File: src/rtl/fetch_pkg.sv
`default_nettype none
// ============================================================================
// Module  : fetch_pkg
// Brief   : Shared types and constants for the Thumb instruction fetch stage.
// Revision: 1.0 - initial release
// ============================================================================
package fetch_pkg;

    localparam int          ADDR_W_DEF   = 16;
    localparam logic [15:0] RESET_PC_DEF = 16'h0000;
    localparam logic [7:0]  BKPT_OPC     = 8'hBE;
    localparam int          PC_INC       = 2;

    typedef enum logic [1:0] {
        IDLE = 2'd0,
        WAIT = 2'd1,
        DROP = 2'd2
    } fetch_state_e;

endpackage
`default_nettype wire

File: src/rtl/fetch_fifo.sv
`default_nettype none
// ============================================================================
// Module  : fetch_fifo
// Brief   : Registered head-of-queue FIFO of {instr, pc} entries; flush wins.
// Revision: 1.0 - initial release
// ============================================================================
module fetch_fifo #(
    parameter int DEPTH = 2,
    parameter int WIDTH = 32
) (
    input  logic                   clk,
    input  logic                   reset,
    input  logic                   push,
    input  logic                   pop,
    input  logic                   flush,
    input  logic [WIDTH-1:0]       push_data,
    output logic [WIDTH-1:0]       head_data,
    output logic [$clog2(DEPTH):0] count,
    output logic                   full,
    output logic                   empty
);

    localparam int PW = $clog2(DEPTH);
    localparam int CW = PW + 1;

    logic [WIDTH-1:0] mem [DEPTH];
    logic [PW-1:0]    rd_ptr;
    logic [PW-1:0]    wr_ptr;
    logic             do_push;
    logic             do_pop;

    assign do_push   = push && !full;
    assign do_pop    = pop && !empty;
    assign full      = (count == CW'(DEPTH));
    assign empty     = (count == '0);
    assign head_data = mem[rd_ptr];

    always_ff @(posedge clk) begin
        if (!reset) begin
            rd_ptr <= '0;
            wr_ptr <= '0;
            count  <= '0;
            for (int i = 0; i < DEPTH; i++) begin
                mem[i] <= '0;
            end
        end else if (flush) begin
            rd_ptr <= '0;
            wr_ptr <= '0;
            count  <= '0;
        end else begin
            if (do_push) begin
                mem[wr_ptr] <= push_data;
                wr_ptr      <= wr_ptr + PW'(1);
            end
            if (do_pop) begin
                rd_ptr <= rd_ptr + PW'(1);
            end
            case ({do_push, do_pop})
                2'b10:   count <= count + CW'(1);
                2'b01:   count <= count - CW'(1);
                default: count <= count;
            endcase
        end
    end

endmodule
`default_nettype wire

File: src/rtl/fetch_unit.sv
`default_nettype none
// ============================================================================
// Module  : fetch_unit
// Brief   : Thumb halfword fetch with prefetch FIFO and branch redirect.
//           Optional BKPT halt enabled by defining FETCH_BKPT_HALT_EN.
// Revision: 1.0 - initial release
// ============================================================================
module fetch_unit
    import fetch_pkg::*;
#(
    parameter int                ADDR_W     = ADDR_W_DEF,
    parameter logic [ADDR_W-1:0] RESET_PC   = RESET_PC_DEF,
    parameter int                FIFO_DEPTH = 2
) (
    input  logic              clk,
    input  logic              reset,
    output logic              imem_req,
    output logic [ADDR_W-1:0] imem_addr,
    input  logic [15:0]       imem_rdata,
    input  logic              imem_rvalid,
    input  logic              redirect,
    input  logic [ADDR_W-1:0] redirect_pc,
    output logic [15:0]       instr,
    output logic [ADDR_W-1:0] instr_pc,
    output logic              instr_valid,
    input  logic              instr_ready,
    output logic              halted
);

    localparam int CW = $clog2(FIFO_DEPTH) + 1;
    localparam int EW = 16 + ADDR_W;

    fetch_state_e      state;
    logic [ADDR_W-1:0] fetch_pc;
    logic [ADDR_W-1:0] req_addr;
    logic [ADDR_W-1:0] pc_next;
    logic [CW-1:0]     count;
    logic [EW-1:0]     head;
    logic              full;
    logic              empty;
    logic              push;
    logic              pop;
    logic              room_after;
    logic              chain;
    logic              bkpt_hit;
    logic              halt_q;

    assign pc_next    = fetch_pc + ADDR_W'(PC_INC);
    assign pop        = instr_valid && instr_ready && !redirect;
    assign push       = (state == WAIT) && imem_rvalid && !redirect;
    assign room_after = pop ? (count < CW'(FIFO_DEPTH)) : (count < CW'(FIFO_DEPTH - 1));

`ifdef FETCH_BKPT_HALT_EN
    assign bkpt_hit = (imem_rdata[15:8] == BKPT_OPC);
    assign halted   = halt_q;
`else
    assign bkpt_hit = 1'b0;
    assign halted   = 1'b0;
`endif

    // Back-to-back: the next request is presented in the response cycle itself.
    assign chain     = push && !bkpt_hit && room_after;
    assign imem_req  = ((state == WAIT) && (!imem_rvalid || chain)) ||
                       ((state == DROP) && !imem_rvalid);
    assign imem_addr = chain ? pc_next : req_addr;

    assign instr       = head[EW-1:ADDR_W];
    assign instr_pc    = head[ADDR_W-1:0];
    assign instr_valid = !empty;

    fetch_fifo #(
        .DEPTH (FIFO_DEPTH),
        .WIDTH (EW)
    ) u_fifo (
        .clk       (clk),
        .reset     (reset),
        .push      (push),
        .pop       (pop),
        .flush     (redirect),
        .push_data ({imem_rdata, req_addr}),
        .head_data (head),
        .count     (count),
        .full      (full),
        .empty     (empty)
    );

    always_ff @(posedge clk) begin
        if (!reset) begin
            state    <= IDLE;
            fetch_pc <= RESET_PC;
            req_addr <= RESET_PC;
            halt_q   <= 1'b0;
        end else if (redirect) begin
            fetch_pc <= redirect_pc & ~ADDR_W'(1);
            halt_q   <= 1'b0;
            if (state == WAIT && !imem_rvalid) begin
                state <= DROP;
            end else if (imem_rvalid) begin
                state <= IDLE;
            end
        end else begin
            case (state)
                IDLE: begin
                    if (count < CW'(FIFO_DEPTH) && !halt_q) begin
                        state    <= WAIT;
                        req_addr <= fetch_pc;
                    end
                end
                WAIT: begin
                    if (imem_rvalid) begin
                        fetch_pc <= pc_next;
                        if (bkpt_hit) begin
                            halt_q <= 1'b1;
                        end
                        if (chain) begin
                            req_addr <= pc_next;
                        end else begin
                            state <= IDLE;
                        end
                    end
                end
                DROP: begin
                    if (imem_rvalid) begin
                        state <= IDLE;
                    end
                end
                default: state <= IDLE;
            endcase
        end
    end

    a_no_push_full: assert property (@(posedge clk) disable iff (!reset) !(push && full));

endmodule
`default_nettype wire

File: config.mk
export PLATFORM = sky130hd
export DESIGN_NAME = fetch_unit
export DESIGN_NICKNAME = d
export VERILOG_FILES = /design/src/rtl/fetch_pkg.sv /design/src/rtl/fetch_fifo.sv /design/src/rtl/fetch_unit.sv
export SDC_FILE = /design/constraint.sdc
export NUM_CORES = 1
export LEC_CHECK = 0
export ABC_AREA = 0
export CAP_MARGIN = 20
export CORE_ASPECT_RATIO = 0.7
export CORE_MARGIN = 4
export CORE_UTILIZATION = 41
export DETAILED_ROUTE_END_ITERATION = 10
export PLACE_DENSITY = 0.64
export SLEW_MARGIN = 20
export SYNTH_ARGS = -nofsm -noshare
export SYNTH_HDL_FRONTEND = slang
export SYNTH_SLANG_ARGS = --single-unit
File: constraint.sdc
create_clock -name clk -period 8.8 [get_ports clk]
set_input_delay 1.76 -clock clk [delete_from_list [all_inputs] [get_ports clk]]
set_output_delay 1.76 -clock clk [all_outputs]
set_load 0.01 [all_outputs]
# --- Word-level counts from Yosys, hierarchy flattened ---
# Memory sizes are Yosys's and may differ from the RTL's. A register that Yosys moved wholly into a read port is not among the register bits.
# Index checks and enable logic that the tools add are counted.
# Widths: inputs -> output; s select.
totals:
  elab_cells: 81
  mem_bits_ro: 0
  register_bits: 38
  n_memories: 1
  ramBits: 64
  latch_bits: 0
  out_inout_bits: 51
classes:
  shift: 0
  reduce_logical: 28
  eq_ne: 10
  div_mod_pow: 0
  n_bitwise: 2
  order_cmp: 2
  n_mul: 0
  muxes: 26
  add_sub_neg: 5
memory_table:
  columns: ["memory", "words", "word_bits", "rd", "rd_ports_with_merged_regs", "write_ports", "line_no", "text"]
  rows:
  - ["u_fifo.mem", 2, 32, 1, 1, 2, "fetch_fifo.sv:26", "logic [WIDTH-1:0] mem [DEPTH];"]
ops:
  columns: ["cell", "n"]
  rows:
  - ["$mux 16", 6]
  - ["$mux 32", 1]
  - ["$pmux 16 s2", 1]
  - ["$reduce_or 32->1", 1]
  - ["$add 16x2->16 const B", 1]
  - ["$mux 2", 6]
  - ["$logic_and 1x1->1", 10]
  - ["$mux 1", 10]
  - ["$ne 3x3->1 const B", 3]
  - ["$reduce_bool 2->1", 4]
  - ["$eq 2x2->1 const B", 3]
  - ["$pmux 2 s3", 1]
  - ["$eq 2x1->1 const B", 2]
  - ["$logic_not 1->1", 4]
  - ["$logic_not 2->1", 2]
  - ["$ne 2x2->1 const B", 2]
  - ["$pmux 2 s2", 1]
  - ["$reduce_and 2->1", 2]
  - ["$reduce_and 4->1", 1]
  - ["$reduce_and 3->1", 1]
  - ["$add 1x1->1 const B", 2]
  - ["$add 2x1->2 const B", 1]
  - ["$logic_or 1x1->1", 2]
  - ["$lt 2x1->1 const B", 1]
  - ["4 further kinds", 5]

# --- Depth between registers and ports, before layout ---
# Gate-level depths: netlist of the first run.
logic_depth:
  ltp_word: 10
  ltp_mapped: 8

# --- Cells and area by module ---
# A second synthesis of the first run with hierarchy kept.
hier_totals:
  hier_cells: 505
  hier_area_um2: 5352.6
modules_own_cells:
  columns: ["mod", "area_per_inst_um2", "cells_per_inst", "n_inst"]
  rows:
  - ["fetch_fifo", 3046.7, 199, 1]
  - ["fetch_unit", 2306.0, 306, 1]

# --- Worst setup path before layout of the first run ---
# OpenSTA, ideal clock, no wires.
synth_timing:
  path_type: "input to register"
  from: "input redirect"
  to: "memory u_fifo.mem[0][0] (enable)"
  path_slack_ns: 3.694
  arrival_ns: 4.640
  setup_time_ns: 0.466
  stages: 4
  path_cell_list: "clkbuf_1 > nor3_4 > inv_1 > o21ai_0"
synth_rtl:
  columns: ["item", "line_no", "text"]
  rows:
  - ["start: declaration", "fetch_unit.sv:21", "input logic redirect,"]
  - ["end: declaration", "fetch_fifo.sv:26", null]

# --- Worst setup path after layout of the first run ---
layout_timing:
  from: "input imem_rvalid"
  to: "output imem_addr[1]"
layout_via:
  elab_chain_len: 4
layout_lines:
  columns: ["item", "line_no", "text"]
  rows:
  - ["start: declaration", "fetch_unit.sv:20", "input logic imem_rvalid,"]
  - ["$logic_and 1x1->1 (2 in a row)", "fetch_unit.sv:50", "assign push = (state == WAIT) && imem_rvalid && !redirect;"]
  - ["$logic_and 1x1->1", "fetch_unit.sv:62", "assign chain = push && !bkpt_hit && room_after;"]
  - ["$mux 16", null, null]
  - ["end: declaration", "fetch_unit.sv:18", "output logic [ADDR_W-1:0] imem_addr,"]
# Every way passes these cells.

==> out/metrics.yaml, run 1 <==
grt:
  grt_pass1_wl_mm: 19.08
  grt_usage_pct: 16.51
  antenna_found_initial: 0
  grt_pass1_vias: 3737
  grt-ovfl-total: 0
  grt_max_degree: 40
logic_synthesis:
  synth_nets: 527
  synth.distinct_cells: 53
  syn_avg_cell_area_um2: 10.76
  synthFlopType: "edfxtp_1"
  synthCells: 486
  yosysWarningCount: 0
  synth_top_area_share_pct: 36.75
  synth_area_um2: 5230
  synth_area_leader_cell: "edfxtp_1"
  synth_edf_count: 64
  ys_seq_elements: 102
  seq_area_frac_synth_pct: 51.29
  ys_async_sr_fraction_pct: 0
  synth.area.top_cells: "edfxtp_1, dfxtp_1, and2_1"
critical_path:
  endpoint_kind: "output pin"
  critPathKind: "in2out"
  cp_max_fo: 26
  crit_arrival_ns: 4.48
  required_ns: 7.04
  rrSetupSlack_ns: 6.12
  cp-start-kind: "primary input"
timing:
  timing.final.crit_share_pct: 70.94
  period_minus_slack_ns: 6.243
  rsz0062_at_grt: "false"
  fmax_ghz: 0.1602
  drv_slew: 0
  hold_ws_ns: 0.4926
  hold_viol_final: 0
  setup_violations: 0
  finClkSkew_ns: 0.007863
  max_slew_margin_pct: 31.44
  worst_pin_slew_ns: 1.028
  fin_ws_ns: 2.557
  tns_ns: 0
clock_tree:
  insertion_delay_ns: 0.34
  htreeDepth: 3
  cts_hold_buf: 0
  cts.sinks: 102
  clk_pin_slew_ns: 0.07
  cts.path.max_buffers: 2
  cts_tree: "done"
  numCtsBuffers: 9
  clock-root-buffer: "clkbuf_16"
  cts_resized: 0
  post_cts_buffers: 0
routing:
  vias: 3737
  routed_wl_mm: 11.66
  dr.pass1.iters: 5
  ant_nets: 0
  wire_per_inst_um: 16.26
  first_iter_violations: 250
  drc: 0
  routed_via_density: 5.212
floorplan:
  die_h_um: 102.5
  die_x_um: 143.0
  std_cell_rows: 34
  start_util_pct: 41.96
  ioPinCount: 88
  die-area_um2: 14660
  core-area_um2: 12460
finish:
  antennaDiodeCount: 0
  fin_util_pct: 51.54
  final_nets: 591
  final_cell_mix: "clkdlybuf4s50_1, and2_1, edfxtp_1"
  layout-drive-gt1-share_pct: 12.61
  syn2layout_area_growth_pct: 22.82
  final_common_cell: "clkdlybuf4s50_1"
power:
  peakVddDrop_v: 0.00009030
  p_per_area_nw_per_um2: 171.0
  p_leak_uw: 0.002353
placed_design:
  place_ws_ns: 2.579
  place.gp.congestion: 0.8146
  port_buffers: 85
  place_hpwl_mm: 7.836
min_path:
  hp-class: "reg2reg"
job:
  max_cap_viol_count: 0
run_status:
  status: "finished clean"
[path summary, 6_finish.rpt]
check                      end  cells past startpoint   startpoint
hold reg to reg    req_addr[2]                      2  req_addr[2]
setup / recovery  imem_addr[1]                      5  imem_rvalid
hold / removal     req_addr[2]                      2  req_addr[2]
setup reg to reg   req_addr[8]                      5     state[0]
[worst max-delay path, cell delays in order]
cell and delay, ns:
clkdlybuf4s50_1 0.66, nand3b_4 0.28, a211o_1 0.67, o21ai_0 0.48
clkdlybuf4s50_1 0.62
[layout make-up]
class                           instances  area (µm²)
Fill cell                            1129        6041
Sequential cell                       102        2683
Inverter                                8       30.03
Tap cell                              162       202.7
Clock buffer                           11       232.7
Clock inverter                          5       73.82
Multi-Input combinational cell        338        2286
Timing Repair Buffer                   91       915.9
[where the power goes]
part           internal, µW  switching, µW
Sequential              530           19.8
Clock                   247            166
Combinational          70.3           64.6
Total                   848            251
[metrics by stage]
step / instance area [µm²] / instances / total power [µW]
floorplan: 5230 / 486 / 633.3
global placement: 6088 / 700 / 690.8
detailed placement: 6088 / 700 / 693.9
CTS: 6395 / 716 / 1106
global route: 6424 / 717 / 1145
finish: 6424 / 717 / 1099
[flip-flops by register name, indices dropped and copies added (netlist names), named ones only]
register,count
state,2
u_fifo.count,2
u_fifo.mem,64
u_fifo.rd_ptr,1
fetch_pc,15
u_fifo.wr_ptr,1
req_addr,16
[logic make-up (layout without fill, tap and decap cells)]
logic type                 Yosys count  after routing  share of synthesized area, %
buffers and inverters               46            115                         5.239
xor gates and xnor gates            30             30                         5.024
muxes                               39             39                         8.373
and+or+nand+nor                    184            184                         19.57
DFF                                102            102                         51.29
AOI/OAI and AO/OA                   80             80                         9.474
other                                1              1                       0.07170
adders and majority gates            4              4                        0.9570
[Yosys cell counts (3+ instances only)]
| library cell | number |
|---|---|
| clkbuf_2 | 3 |
| xor2_1 | 14 |
| ha_1 | 4 |
| nand2_1 | 45 |
| dfxtp_1 | 38 |
| buf_1 | 4 |
| nand2b_1 | 3 |
| and3_1 | 4 |
| clkbuf_1 | 18 |
| nor3_1 | 6 |
| nor4_1 | 4 |
| o211a_1 | 3 |
| mux2_2 | 38 |
| a31oi_1 | 6 |
| a41oi_1 | 3 |
| o21ai_0 | 40 |
| inv_1 | 8 |
| xnor2_1 | 16 |
| and2_1 | 73 |
| nand4_1 | 4 |
| a21oi_1 | 15 |
| nand3_1 | 11 |
| nor2_1 | 19 |
| edfxtp_1 | 64 |
| nor2b_1 | 4 |
| buf_2 | 7 |
[metal layers]
layer  wire length (µm)  GRT usage [%]  share of wire (%)  vias to the layer above
met1               5537          22.98                 47                     1805
met4                 57          2.849               0.49                        0
met3                585          3.709                5.0                        7
met2               5478          27.09                 47                       99
li1                   -              -                  -                     1826
met5                  0              0                  0                        -
Power figures use the tool's default switching activity.
==> inputs of run 2 (changes only) <==
- PLACE_DENSITY: 0.64 -> 0.67
- clock period: 8.8 -> 5.3 ns (I/O delays scaled with it)
==> run 2 against run 1 <==
  * Combinational power increased by 67%
  * Cell count increased by 0.14%
  * Core utilization increased by 0.090 points
  * Flip-flop and latch count unchanged
  * Register-to-register slack got worse by 3.5 ns
  * Design area increased by 0.18%
  * Global-route usage about the same
  * Critical path depth unchanged
  * First-iteration DRC count decreased by 38%
  * Sequential share of layout area decreased by 0.073 points
  * Largest cell class unchanged
==> out/metrics.yaml, run 2 (synthesis results as in run 1) <==
clock_tree:
  cts.sinks: 102
  htreeDepth: 3
  clock-root-buffer: "clkbuf_16"
  post_cts_buffers: 0
  numCtsBuffers: 9
  cts_tree: "done"
  cts_resized: 0
  cts.path.max_buffers: 2
  insertion_delay_ns: 0.34
  cts_hold_buf: 0
  clk_pin_slew_ns: 0.06
grt:
  grt_pass1_vias: 3829
  grt-ovfl-total: 0
  grt_pass1_wl_mm: 19.12
  antenna_found_initial: 0
  grt_max_degree: 33
  grt_usage_pct: 16.52
timing:
  period_minus_slack_ns: 4.795
  max_slew_margin_pct: 34.22
  finClkSkew_ns: 0.009196
  fmax_ghz: 0.2086
  setup_violations: 0
  drv_slew: 0
  tns_ns: 0
  rsz0062_at_grt: "false"
  worst_pin_slew_ns: 0.9847
  hold_viol_final: 0
  timing.final.crit_share_pct: 90.47
finish:
  antennaDiodeCount: 0
  largest_registers: "u_fifo.mem x64, req_addr x16, fetch_pc x15"
  regMostFlops: "u_fifo.mem"
  syn2layout_area_growth_pct: 23.04
  largest_reg_flops: 64
  final_common_cell: "clkdlybuf4s50_1"
  final_nets: 592
  fillers: 1112
  regArea_um2: 2683
  layout-drive-gt1-share_pct: 13.13
  final_cell_mix: "clkdlybuf4s50_1, and2_1, edfxtp_1"
  design_area_um2: 6435
  multi_input_area_um2: 2286
power:
  p_leak_uw: 0.002356
  p_per_area_nw_per_um2: 283.0
  peakVddDrop_v: 0.0001473
critical_path:
  required_ns: 4.24
  slowest_stage: "clkdlybuf4s50_1"
  crit_buf_inv: 2
  rrSetupSlack_ns: 2.59
  cp-start-kind: "primary input"
  cp_slowest_stage_delay_ns: 0.66
  crit_top_cell: "clkdlybuf4s50_1"
  path_cells: "clkdlybuf4s50_1 > nand3b_4 > a211o_1 > o21ai_0 > clkdlybuf4s50_1"
  critPathKind: "in2out"
  critPathTopFamily: "buffers and inverters"
  crit_arrival_ns: 3.73
  cp_max_fo: 26
  endpoint_kind: "output pin"
floorplan:
  std_cell_rows: 34
  start_util_pct: 41.96
  die-area_um2: 14660
  die_h_um: 102.5
  die_x_um: 143.0
  ioPinCount: 88
  core-area_um2: 12460
placed_design:
  place.gp.congestion: 0.8363
  place_hpwl_mm: 8.152
  postPlaceCellArea_um2: 6096
  port_buffers: 85
routing:
  routed_via_density: 5.202
  vias: 3735
  first_iter_violations: 156
  wire_per_inst_um: 16.36
  routed_wl_mm: 11.75
  dr.pass1.iters: 4
  ant_nets: 0
  drc: 0
min_path:
  hp-class: "reg2reg"
job:
  max_cap_viol_count: 0
run_status:
  status: "finished clean"
## run 2: changes by cell type in the layout (fill, tap and decap cells not counted)
cell | before | now
clkinvlp_4 | 0 | 2
buf_4 | 5 | 6
clkinv_1 | 1 | 0
clkinv_2 | 1 | 0
clkbuf_8 | 0 | 2
clkbuf_1 | 2 | 1
clkinvlp_2 | 1 | 0
inv_6 | 0 | 1
bufinv_16 | 2 | 1
## run 2: per-layer routing
metal  vias up  GRT usage [%]  part of all wire (%)
met5         -              0                     0
met4         0          4.456                  0.84
met3        12          3.987                   6.0
met2       112          26.66                    46
met1      1787          22.54                    47
li1       1824              -                     -
## run 2: where the power goes
group / total [µW] / internal (µW) / leakage (µW) / switching [µW]
clock: 682 / 394 / 0.000145 / 288
combinational: 225 / 117 / 0.00123 / 108
sequential: 914 / 880 / 0.000976 / 33.4
## run 2: cell type report
class | instances | share of cell area, %
Clock buffer | 12 | 3.986
Clock inverter | 4 | 0.8361
Tap cell | 162 | 3.150
Inverter | 8 | 0.4667
Sequential cell | 102 | 41.69
Multi-Input combinational cell | 338 | 35.52
Timing Repair Buffer | 92 | 14.35
## run 2: tightest hold or removal path: cells and delay by family, from the launching register on
family | cells | cell delay [ns]
flops | 1 | 0.33
simple gates | 1 | 0.06
compound gates | 1 | 0.06
## run 2: final timing paths
check | start | to | cells after the start
setup / recovery | imem_rvalid | imem_addr[9] | 5
hold / removal | req_addr[2] | req_addr[2] | 2
setup reg to reg | state[0] | u_fifo.mem[0][21] | 6
hold reg to reg | req_addr[2] | req_addr[2] | 2
## run 2: through the flow
| stage | util (%) | hold WS (ns) | worst slack [ns] | instances | total power [µW] |
|---|---|---|---|---|---|
| 2_1_floorplan | - | 0.4504 | 0.8943 | 486 | 1052 |
| 5_1_grt | 51.63 | 0.5328 | 0.4021 | 718 | 1892 |
| 6_report | 51.63 | 0.5044 | 0.5050 | 718 | 1821 |
| 3_3_place_gp | 48.91 | 0.4813 | 0.5998 | 701 | 1148 |
| 3_5_place_dp | 48.91 | 0.4978 | 0.5989 | 701 | 1154 |
| 4_1_cts | 51.40 | 0.5057 | 0.5806 | 717 | 1837 |
==> inputs of run 3 (changes only) <==
- CAP_MARGIN: 20 -> unset
==> results of run 3 <==
The final DEF is identical to that of run 2; final timing and power are the same.
